**src/rtl/cfg_rst_boot_seq_pkg.sv**
```systemverilog
// Shared definitions for the power-on reset sequencer and multiboot controller:
// state encodings and the counter-width helper.
package cfg_rst_boot_pkg;

  typedef enum logic [2:0] {
    POR_HOLD = 3'd0,
    RELEASE  = 3'd1,
    RUN      = 3'd2,
    REBOOT   = 3'd3,
    FAIL     = 3'd4
  } state_e;

  localparam int STATE_W = 3;

  // Smallest width that can hold maxCount-1, never narrower than one bit.
  function automatic int cntWidth(input int maxCount);
    return (maxCount > 1) ? $clog2(maxCount) : 1;
  endfunction

endpackage

```
**src/rtl/cfg_rst_boot_seq_if.sv**
```systemverilog
// Boot-control bundle between the sequencer (master), the firmware-facing
// boot status and the MULTIBOOT primitive (slave).
interface cfg_rst_boot_seq_if
  import cfg_rst_boot_pkg::*;
#(
  parameter int N_IMG  = 2,
  parameter int ADDR_W = 32
);

  localparam int IDX_W = cntWidth(N_IMG);

  logic [N_IMG*ADDR_W-1:0] img_addr_i;
  logic                    boot_done_i;
  logic                    force_reboot_i;
  logic [ADDR_W-1:0]       mspim_addr_o;
  logic                    autoreboot_o;
  logic [IDX_W-1:0]        img_idx_o;
  logic                    boot_fail_o;

  modport master (
    input  img_addr_i, boot_done_i, force_reboot_i,
    output mspim_addr_o, autoreboot_o, img_idx_o, boot_fail_o
  );

  modport slave (
    output img_addr_i, boot_done_i, force_reboot_i,
    input  mspim_addr_o, autoreboot_o, img_idx_o, boot_fail_o
  );

endinterface

```
**src/rtl/cfg_rst_boot_seq_sync.sv**
```systemverilog
// Two-flop synchroniser for an asynchronous active-low reset input.
module cfg_rst_sync (
  input  logic lf_clk,
  input  logic resetn,
  input  logic rst_async_n_i,
  output logic rst_sync_n_o
);

  logic [1:0] sync_q;

  // Cleared to the deasserted value so a resetn release does not add
  // two extra cycles of ext-reset before the POR hold starts counting.
  always_ff @(posedge lf_clk) begin
    if (!resetn) begin
      sync_q <= 2'b11;
    end else begin
      sync_q <= {sync_q[0], rst_async_n_i};
    end
  end

  assign rst_sync_n_o = sync_q[1];

endmodule

```
**src/rtl/cfg_rst_boot_seq.sv**
```systemverilog
// Power-on reset sequencer: POR hold, staged channel release, boot watchdog
// and multiboot image stepping with failure reporting.
module cfg_rst_boot_seq
  import cfg_rst_boot_pkg::*;
#(
  parameter int CNT_W     = 8,
  parameter int N_CH      = 4,
  parameter int STAGE_GAP = 16,
  parameter int N_IMG     = 2,
  parameter int ADDR_W    = 32,
  parameter int WDT_CYC   = 1024
) (
  input  logic                      lf_clk,
  input  logic                      resetn,
  input  logic                      ext_rst_n_i,
  input  logic                      test_mode_i,
  cfg_rst_boot_seq_if.master        boot_if,
  output logic [N_CH-1:0]           rst_n_o,
  output logic                      loop_test_rst_n_o,
  output logic                      boot_rst_n_o,
  output logic [STATE_W-1:0]        state_o
);

  localparam int GAP_W = cntWidth(STAGE_GAP);
  localparam int WDT_W = cntWidth(WDT_CYC);
  localparam int STG_W = cntWidth(N_CH);
  localparam int IDX_W = cntWidth(N_IMG);

  localparam logic [CNT_W-1:0] POR_LAST = '1;
  localparam logic [GAP_W-1:0] GAP_LAST = GAP_W'(STAGE_GAP - 1);
  localparam logic [WDT_W-1:0] WDT_LAST = WDT_W'(WDT_CYC - 1);
  localparam logic [STG_W-1:0] STG_LAST = STG_W'(N_CH - 1);
  localparam logic [IDX_W-1:0] IDX_LAST = IDX_W'(N_IMG - 1);

  state_e            state_q, state_d;
  logic [CNT_W-1:0]  por_cnt_q, por_cnt_d;
  logic [GAP_W-1:0]  gap_cnt_q, gap_cnt_d;
  logic [STG_W-1:0]  stage_idx_q, stage_idx_d;
  logic [WDT_W-1:0]  wdt_cnt_q, wdt_cnt_d;
  logic [IDX_W-1:0]  img_idx_q, img_idx_d;
  logic [N_CH-1:0]   rst_n_q, rst_n_d;
  logic              test_lat_q, test_lat_d;
  logic              boot_ok_q, boot_ok_d;
  logic              extSyncN;
  logic              coreRst;

  cfg_rst_sync u_ext_sync (
    .lf_clk        (lf_clk),
    .resetn        (resetn),
    .rst_async_n_i (ext_rst_n_i),
    .rst_sync_n_o  (extSyncN)
  );

  assign coreRst = !resetn || !extSyncN;

  always_ff @(posedge lf_clk) begin
    if (coreRst) begin
      state_q     <= POR_HOLD;
      por_cnt_q   <= '0;
      gap_cnt_q   <= '0;
      stage_idx_q <= '0;
      wdt_cnt_q   <= '0;
      img_idx_q   <= '0;
      rst_n_q     <= '0;
      test_lat_q  <= 1'b0;
      boot_ok_q   <= 1'b0;
    end else begin
      state_q     <= state_d;
      por_cnt_q   <= por_cnt_d;
      gap_cnt_q   <= gap_cnt_d;
      stage_idx_q <= stage_idx_d;
      wdt_cnt_q   <= wdt_cnt_d;
      img_idx_q   <= img_idx_d;
      rst_n_q     <= rst_n_d;
      test_lat_q  <= test_lat_d;
      boot_ok_q   <= boot_ok_d;
    end
  end

  always_comb begin
    state_d     = state_q;
    por_cnt_d   = por_cnt_q;
    gap_cnt_d   = gap_cnt_q;
    stage_idx_d = stage_idx_q;
    wdt_cnt_d   = wdt_cnt_q;
    img_idx_d   = img_idx_q;
    rst_n_d     = rst_n_q;
    test_lat_d  = test_lat_q;
    boot_ok_d   = boot_ok_q;

    unique case (state_q)
      POR_HOLD: begin
        por_cnt_d = por_cnt_q + 1'b1;
        if (por_cnt_q == POR_LAST) begin
          por_cnt_d   = '0;
          test_lat_d  = test_mode_i;
          gap_cnt_d   = '0;
          stage_idx_d = '0;
          state_d     = RELEASE;
        end
      end

      RELEASE: begin
        gap_cnt_d = gap_cnt_q + 1'b1;
        if (gap_cnt_q == GAP_LAST) begin
          gap_cnt_d = '0;
          rst_n_d   = rst_n_q | (N_CH'(1) << stage_idx_q);
          // The last stage index is never incremented, so it cannot wrap.
          if (stage_idx_q == STG_LAST) begin
            wdt_cnt_d = '0;
            state_d   = RUN;
          end else begin
            stage_idx_d = stage_idx_q + 1'b1;
          end
        end
      end

      RUN: begin
        if (!test_lat_q) begin
          if (boot_if.force_reboot_i) begin
            rst_n_d = '0;
            state_d = REBOOT;
          end else begin
            if (boot_if.boot_done_i) begin
              boot_ok_d = 1'b1;
            end
            if (!boot_ok_q) begin
              wdt_cnt_d = wdt_cnt_q + 1'b1;
              if (wdt_cnt_q == WDT_LAST) begin
                wdt_cnt_d = '0;
                rst_n_d   = '0;
                state_d   = REBOOT;
              end
            end
          end
        end
      end

      REBOOT: begin
        rst_n_d = '0;
        if (img_idx_q == IDX_LAST) begin
          state_d = FAIL;
        end else begin
          img_idx_d   = img_idx_q + 1'b1;
          boot_ok_d   = 1'b0;
          wdt_cnt_d   = '0;
          gap_cnt_d   = '0;
          stage_idx_d = '0;
          state_d     = RELEASE;
        end
      end

      FAIL: begin
        rst_n_d = '0;
      end

      default: begin
        por_cnt_d = '0;
        rst_n_d   = '0;
        state_d   = POR_HOLD;
      end
    endcase
  end

  assign rst_n_o              = rst_n_q;
  assign loop_test_rst_n_o    = rst_n_q[0] & test_lat_q;
  assign boot_rst_n_o         = rst_n_q[0] & ~test_lat_q;
  assign state_o              = state_q;
  assign boot_if.mspim_addr_o = boot_if.img_addr_i[img_idx_q*ADDR_W +: ADDR_W];
  assign boot_if.autoreboot_o = (state_q == REBOOT);
  assign boot_if.boot_fail_o  = (state_q == FAIL);
  assign boot_if.img_idx_o    = img_idx_q;

endmodule

```
**src/flat_wrapper.sv**
```systemverilog
// flat-port wrapper written by rule: the top's interface ports become plain ports
module cfg_rst_boot_seq_flat import cfg_rst_boot_pkg::*;
#(
  parameter int CNT_W     = 8,
  parameter int N_CH      = 4,
  parameter int STAGE_GAP = 16,
  parameter int N_IMG     = 2,
  parameter int ADDR_W    = 32,
  parameter int WDT_CYC   = 1024
)
  (lf_clk, resetn, ext_rst_n_i, test_mode_i, rst_n_o, loop_test_rst_n_o, boot_rst_n_o, state_o, boot_if_img_addr_i, boot_if_boot_done_i, boot_if_force_reboot_i, boot_if_mspim_addr_o, boot_if_autoreboot_o, boot_if_img_idx_o, boot_if_boot_fail_o);
  cfg_rst_boot_seq_if #(.N_IMG(N_IMG), .ADDR_W(ADDR_W)) boot_if_i ();
  input  logic lf_clk;
  input  logic resetn;
  input  logic ext_rst_n_i;
  input  logic test_mode_i;
  output logic [N_CH-1:0] rst_n_o;
  output logic loop_test_rst_n_o;
  output logic boot_rst_n_o;
  output logic [STATE_W-1:0] state_o;
  input wire logic [$bits(boot_if_i.img_addr_i)-1:0] boot_if_img_addr_i;
  input wire logic [$bits(boot_if_i.boot_done_i)-1:0] boot_if_boot_done_i;
  input wire logic [$bits(boot_if_i.force_reboot_i)-1:0] boot_if_force_reboot_i;
  output wire logic [$bits(boot_if_i.mspim_addr_o)-1:0] boot_if_mspim_addr_o;
  output wire logic [$bits(boot_if_i.autoreboot_o)-1:0] boot_if_autoreboot_o;
  output wire logic [$bits(boot_if_i.img_idx_o)-1:0] boot_if_img_idx_o;
  output wire logic [$bits(boot_if_i.boot_fail_o)-1:0] boot_if_boot_fail_o;
  assign boot_if_i.img_addr_i = boot_if_img_addr_i;
  assign boot_if_i.boot_done_i = boot_if_boot_done_i;
  assign boot_if_i.force_reboot_i = boot_if_force_reboot_i;
  assign boot_if_mspim_addr_o = boot_if_i.mspim_addr_o;
  assign boot_if_autoreboot_o = boot_if_i.autoreboot_o;
  assign boot_if_img_idx_o = boot_if_i.img_idx_o;
  assign boot_if_boot_fail_o = boot_if_i.boot_fail_o;
  cfg_rst_boot_seq #(.CNT_W(CNT_W), .N_CH(N_CH), .STAGE_GAP(STAGE_GAP), .N_IMG(N_IMG), .ADDR_W(ADDR_W), .WDT_CYC(WDT_CYC)) u_core (.lf_clk(lf_clk), .resetn(resetn), .ext_rst_n_i(ext_rst_n_i), .test_mode_i(test_mode_i), .boot_if(boot_if_i), .rst_n_o(rst_n_o), .loop_test_rst_n_o(loop_test_rst_n_o), .boot_rst_n_o(boot_rst_n_o), .state_o(state_o));
endmodule
```
**config.mk**
```make
export PLATFORM = sky130hd
export DESIGN_NAME = cfg_rst_boot_seq_flat
export DESIGN_NICKNAME = d
export VERILOG_FILES = /design/src/rtl/cfg_rst_boot_seq_pkg.sv /design/src/rtl/cfg_rst_boot_seq_if.sv /design/src/rtl/cfg_rst_boot_seq_sync.sv /design/src/rtl/cfg_rst_boot_seq.sv /design/src/flat_wrapper.sv
export SDC_FILE = /design/constraint.sdc
export NUM_CORES = 1
export LEC_CHECK = 0
export ABC_AREA = 1
export CAP_MARGIN = 25
export CORE_UTILIZATION = 30
export CTS_BUF_LIST = sky130_fd_sc_hd__clkbuf_4 sky130_fd_sc_hd__clkbuf_8
export DETAILED_ROUTE_END_ITERATION = 7
export GPL_ROUTABILITY_DRIVEN = 1
export PLACE_DENSITY_LB_ADDON = 0.12
export SYNTH_ARGS = -nofsm -noshare
export SYNTH_HDL_FRONTEND = slang
export SYNTH_HIERARCHICAL = 1
export SYNTH_SLANG_ARGS = --single-unit
```
**constraint.sdc**
```tcl
create_clock -name lf_clk -period 4.47 [get_ports lf_clk]
set_input_delay 0.447 -clock lf_clk [delete_from_list [all_inputs] [get_ports lf_clk]]
set_output_delay 0.447 -clock lf_clk [all_outputs]
set_load 0.05 [all_outputs]
```
After elaboration in Yosys (flattened, before gate mapping)
Index checks and enable logic that the tools add are counted.
{"block": "classes", "addsub": 5, "eq_ne": 19, "shifts": 2, "n_mux": 40, "n_bitwise": 6, "reduce_logical": 15}
{"op": "$mux 10", "count": 7}
{"op": "$shiftx 64x7->32", "count": 1}
{"op": "$mux 4", "count": 8}
{"op": "$pmux 10 s3", "count": 1}
{"op": "$mux 3", "count": 8}
{"op": "$pmux 4 s3", "count": 2}
{"op": "$pmux 8 s2", "count": 1}
{"op": "$pmux 3 s5", "count": 1}
{"op": "$reduce_and 5->1", "count": 3}
{"op": "$reduce_and 7->1", "count": 2}
{"op": "$ne 2x2->1 const B", "count": 6}
{"op": "$add 10x1->10 const B", "count": 1}
{"op": "$eq 10x10->1 const B", "count": 1}
{"op": "$add 8x1->8 const B", "count": 1}
{"op": "$eq 8x8->1 const B", "count": 1}
{"op": "$mux 2", "count": 4}
{"op": "$mux 8", "count": 1}
{"op": "$eq 3x2->1 const B", "count": 2}
{"op": "$ne 2x1->1 const B", "count": 3}
{"op": "$pmux 2 s3", "count": 1}
{"op": "$reduce_bool 3->1", "count": 2}
{"op": "$mux 1", "count": 5}
{"op": "$add 4x1->4 const B", "count": 1}
{"op": "$eq 4x4->1 const B", "count": 1}
{"op": "19 further kinds", "count": 23}
{"block": "word_totals", "register_bits": 36, "inputBits": 70, "out_inout_bits": 44, "word_cells": 97}

Logic depth before layout (Yosys ltp)
{"block": "logic_depth", "depth_word": 6, "depth_mapped": 11, "mapped_depth_nobuf": 11}

By module
The synthesis kept the hierarchy.
{"mod": "cfg_rst_boot_seq", "n_inst": 1, "cells_per_inst": 398, "area_per_inst_um2": 2369.8, "seq_area_each_um2": 680.7}
{"mod": "cfg_rst_sync", "n_inst": 1, "cells_per_inst": 6, "area_per_inst_um2": 55.1, "seq_area_each_um2": 40.0}

Least setup slack after synthesis
Ideal clock, no wire load.
{"block": "synth_timing", "path_kind": "reg-to-reg", "from": "reg u_core.state_q[2] (netlist: u_core/state_o[2])", "to": "reg u_core.por_cnt_q[3]", "setup_time_ns": 0.115, "t_arrival_ns": 2.161, "required_time_ns": 4.355, "path_slack_ns": 2.194, "stages_incl_launch_ff": 8, "n_path_buf": 0, "synth_period_minus_slack_ns": 2.276, "path_cell_list": "dfxtp_1 > inv_2 > nor2_1 > nor2_2 > inv_1 > nor2_1 > o22ai_1 > nor2_1"}
{"block": "synth_between", "elab_chain_cells": 3, "elab_cells_between_ends": 7, "cone_classes": "eq/ne: 4; mux: 1; reduce/logical: 2"}
{"item": "from (decl)", "line": "cfg_rst_boot_seq.sv:35", "rtl": "state_e state_q, state_d;"}
{"item": "from (signal assigned)", "line": "cfg_rst_boot_seq.sv:68", "rtl": "state_q <= state_d;"}
{"item": "$eq 3x3->1 (*)"}
{"item": "net boot_if_boot_fail_o", "line": "flat_wrapper.sv:27", "rtl": "output wire logic [$bits(boot_if_i.boot_fail_o)-1:0] boot_if_boot_fail_o;"}
{"item": "$reduce_or 4->1 (no source line) (*)"}
{"item": "$pmux 8 s2", "line": "cfg_rst_boot_seq.sv:91", "rtl": "unique case (state_q)"}
{"item": "to (signal assigned)", "line": "cfg_rst_boot_seq.sv:69", "rtl": "por_cnt_q <= por_cnt_d;"}
{"item": "to (decl)", "line": "cfg_rst_boot_seq.sv:36", "rtl": "logic [CNT_W-1:0] por_cnt_q, por_cnt_d;"}
The timed path passes the listed nets; every way through them passes the cells marked *.
A chain may end at the register's enable or synchronous reset.

Worst setup path after layout
{"block": "layout_timing", "from": "reg u_core.img_idx_q (netlist: u_core/boot_if.img_idx_o)", "to": "out boot_if_mspim_addr_o[26]"}
{"block": "layout_between", "elab_chain_cells": 1}
{"item": "from (decl)", "line": "cfg_rst_boot_seq.sv:40", "rtl": "logic [IDX_W-1:0] img_idx_q, img_idx_d;"}
{"item": "from (signal assigned)", "line": "cfg_rst_boot_seq.sv:73", "rtl": "img_idx_q <= img_idx_d;"}
{"item": "$shiftx 64x7->32", "line": "cfg_rst_boot_seq.sv:169", "rtl": "assign boot_if.mspim_addr_o = boot_if.img_addr_i[img_idx_q*ADDR_W +: ADDR_W];"}
{"item": "to (decl)", "line": "flat_wrapper.sv:24", "rtl": "output wire logic [$bits(boot_if_i.mspim_addr_o)-1:0] boot_if_mspim_addr_o;"}
No other way between the ends.

==> impl_metrics.csv <==
group,metric,value,unit
critical_path,critical_path.max_stage_delay,0.85,ns
detailed_routing,drt_first_iter_violations,94,
synthesis,synthTopCellsByCount,"nand2_1 (174), nor2_1 (46), dfxtp_1 (36)",
power_and_ir_drop,p_total,0.7481,mW
critical_path,end_kind,"output pin",
sta,setup_violations,0,
synthesis,ys_seq_area_share,29.72,%
floorplanning,start_util,31.22,%
sta,slew_violations,0,
sta,slew_headroom,36.05,%
sta,tightest_slew,0.9582,ns
worst_hold_path,hp-class,"reg -> reg",
detailed_routing,dr.pass1.iters,4,
clocking,cts_resized,0,
power_and_ir_drop,seq_power_share,43.6,%
critical_path,slowest_stage,"clkdlybuf4s50_1",
power_and_ir_drop,ir_drop,0.08035,mV
detailed_routing,postRouteAntennaNets,0,
critical_path,reg2reg_depth,9,
critical_path,reg2reg_from,"u_core/state_o[2]",
finish,multi_input_area,1511,um^2
critical_path,required,4.02,ns
critical_path,r2r-end,"u_core/rst_n_o[2]",
finish,ff_latch_area,720.7,um^2
critical_path,crit_path_start,"u_core/boot_if.img_idx_o",
synthesis,syn_area,2425,um^2
flow_run,cap_violations,0,
clocking,clock-sinks,36,
critical_path,cp-endpoint,"boot_if_mspim_addr_o[26]",
clocking,cts-buffers-inserted,5,
sta,min_period,2.793,ns
clocking,clk_latency,0.29,ns
grt,track_usage,17.77,%
critical_path,arrival,2.35,ns
floorplanning,core_area,7767,um^2
critical_path,crit_path_start_kind,"register",
grt,grt_pass1_wl,12010,um
synthesis,synth-edff-count,0,
critical_path,crit_chain,"inv_1, nand2_1, nand2_1, clkdlybuf4s50_1",
clocking,clock_path_buffers,2,
finish,finish.utilization,48.20,%
clocking,post-cts-setup-buffer-count,0,
power_and_ir_drop,power_density,199.8,nW/um^2
synthesis,synthArstFlopShare,0,%
grt,grt_max_degree,36,
power_and_ir_drop,p_sw_share,26.97,%
finish,n_fill_cell,815,
sta,skew,0.006452,ns
finish,nets,592,
finish,area_delta_synth_final,54.39,%
floorplanning,die_height,91.91,um
power_and_ir_drop,internal-power,0.5463,mW
clocking,htreeDepth,2,
detailed_routing,post_drt_wl_per_cell,11.63,um
synthesis,synthesis.nets,481,
placed_design,dp_slack,1.970,ns
finish,antenna_cells,0,
outcome,status,"finished clean",
synthesis,ys_ff_latch,36,
floorplanning,die_w,91.91,um
synthesis,synth_top_area_share,29.72,%
placed_design,gp_congestion,0.8528,
synthesis,synth.most_common_cell,"nand2_1",
synthesis,ys_warn_count,6,
sta,worst_slack,1.677,ns
floorplanning,rows,32,
critical_path,critical_path_peak_fanout,33,
synthesis,yosysUniqueCellTypes,37,
clocking,cts_tree,"done",
sta,finalHoldViolCount,0,
power_and_ir_drop,p_leak,1.585,nW
grt,grt_antenna_before_repair,0,
clocking,holdBufCountCts,0,
floorplanning,io_pins,114,
floorplanning,dieArea,8447,um^2
detailed_routing,dr_wl_met3,606,um
synthesis,synth_flop_cell,"dfxtp_1",
detailed_routing,top_layer,"met4",
critical_path,rrSetupSlack,2.49,ns
finish,stdcell_count,618,
synthesis,synth_area_leaders,"dfxtp_1 (30%), nand2_1 (27%), nor2_1 (7.1%), nand3_1 (5.4%), inv_1 (5.3%)",
critical_path,cpMostUsedCell,"nand2_1",
sta,rsz0062_at_grt,"false",
power_and_ir_drop,comb_power_share,22.9,%
power_and_ir_drop,pwr-share-clk,33.5,%
clocking,cts.clk_slew.worst_paths,0.07,ns
placed_design,placement.io_buffers,113,
clocking,cts_root_buf,"clkbuf_8",
detailed_routing,route.detailed.drc,0,
detailed_routing,drt_wl_total,7190,um
sta,tns,0,ns
placed_design,place_inst,610,
critical_path,path_class,"reg -> out",
detailed_routing,wl_met2,3462,um
placed_design,dpl.hpwl,5683,um
synthesis,synth.avg_cell_area,6.002,um^2
synthesis,synth_top_area_cell,"dfxtp_1",
power_and_ir_drop,p_switching,0.2018,mW
detailed_routing,vias,2820,
grt,grt_overflow_total,0,
sta,fin_crit_sh,62.47,%
grt,grt_pass1_vias,2704,
detailed_routing,vias_per_cell,4.563,
finish,drive_gt1_share,5.233,%
sta,max_freq,358.1,MHz
synthesis,syn_inst,404,
detailed_routing,wl_met1,3004,um
==> state kept, by name, indices dropped and copies added, names as in the netlist <==
name / flops
u_core/boot_if.img_idx_o: 1
u_core/test_lat_q: 1
u_core/por_cnt_q: 8
u_core/state_o: 3
u_core/gap_cnt_q: 4
u_core/u_ext_sync/sync_q: 2
u_core/rst_n_o: 4
u_core/stage_idx_q: 2
u_core/boot_ok_q: 1
u_core/wdt_cnt_q: 10
==> placed cells by master, fill, tap and decap left out, types with 3 or more instances in the layout <==
master,count
a21oi_1,23
nand3_1,26
nand4_1,6
nand2_1,174
ha_1,7
clkdlybuf4s50_1,113
inv_1,34
nor2_1,46
nor2_2,3
dfxtp_1,36
clkbuf_8,6
o21ai_0,5
==> metrics by stage <==
stage	hold slack, ns	cell area [um^2]
floorplan	0.3795	2425
global placement	0.3955	3646
detailed placement	0.3970	3646
CTS	0.4150	3744
global route	0.4428	3744
finish	0.4099	3744
==> layout make-up <==
type                    instances  share of cell area, %
clock buffers                   8                  2.607
inverters                      38                  3.944
multi-input cells             320                  40.37
flip-flops and latches         36                  19.25
well taps                     102                  3.409
repair buffers                114                  30.41
==> worst min-delay path by stage <==
stage	startpoint	endpoint	slack [ns]	depth (start not counted)
floorplan	u_core/u_ext_sync/sync_q[0]	u_core/u_ext_sync/sync_q[1]	0.38	2
global placement	u_core/u_ext_sync/sync_q[0]	u_core/u_ext_sync/sync_q[1]	0.40	2
detailed placement	u_core/u_ext_sync/sync_q[0]	u_core/u_ext_sync/sync_q[1]	0.40	2
CTS	u_core/u_ext_sync/sync_q[0]	u_core/u_ext_sync/sync_q[1]	0.42	2
global route	u_core/u_ext_sync/sync_q[0]	u_core/u_ext_sync/sync_q[1]	0.44	2
finish	u_core/u_ext_sync/sync_q[0]	u_core/u_ext_sync/sync_q[1]	0.41	2
==> worst max-delay path: cells and delay by family (launching register included) <==
| kind | cells | cell delay (ns) |
|---|---|---|
| buffers and inverters | 2 | 1.54 |
| DFF | 1 | 0.31 |
| and+or+nand+nor | 2 | 0.20 |
==> power by group through the flow <==
| stage | sequential (mW) | clock [mW] | combinational, mW |
|---|---|---|---|
| 2_1_floorplan | 0.333 | 0 | 0.0774 |
| 3_3_place_gp | 0.333 | 0 | 0.172 |
| 5_1_grt | 0.326 | 0.276 | 0.183 |
| 4_1_cts | 0.326 | 0.262 | 0.173 |
| 6_report | 0.326 | 0.251 | 0.171 |
| 3_5_place_dp | 0.333 | 0 | 0.172 |
==> cell families after synthesis <==
group / Yosys count / share of synthesized area (%)
AO/OA/AOI/OAI: 41 / 10.22
XOR/XNOR: 2 / 0.7225
adder cells (fa/ha/maj): 7 / 3.612
buffers and inverters: 48 / 7.946
flip-flops: 36 / 29.72
AND/OR/NAND/NOR: 270 / 47.78
==> routing by layer <==
layer / vias to the layer above / track usage [%]
li1: 1492 / -
met1: 1219 / 19.94
met2: 99 / 30.53
met3: 10 / 6.551
met4: 0 / 6.641
met5: - / 0
(Power assumes the default switching activity.)
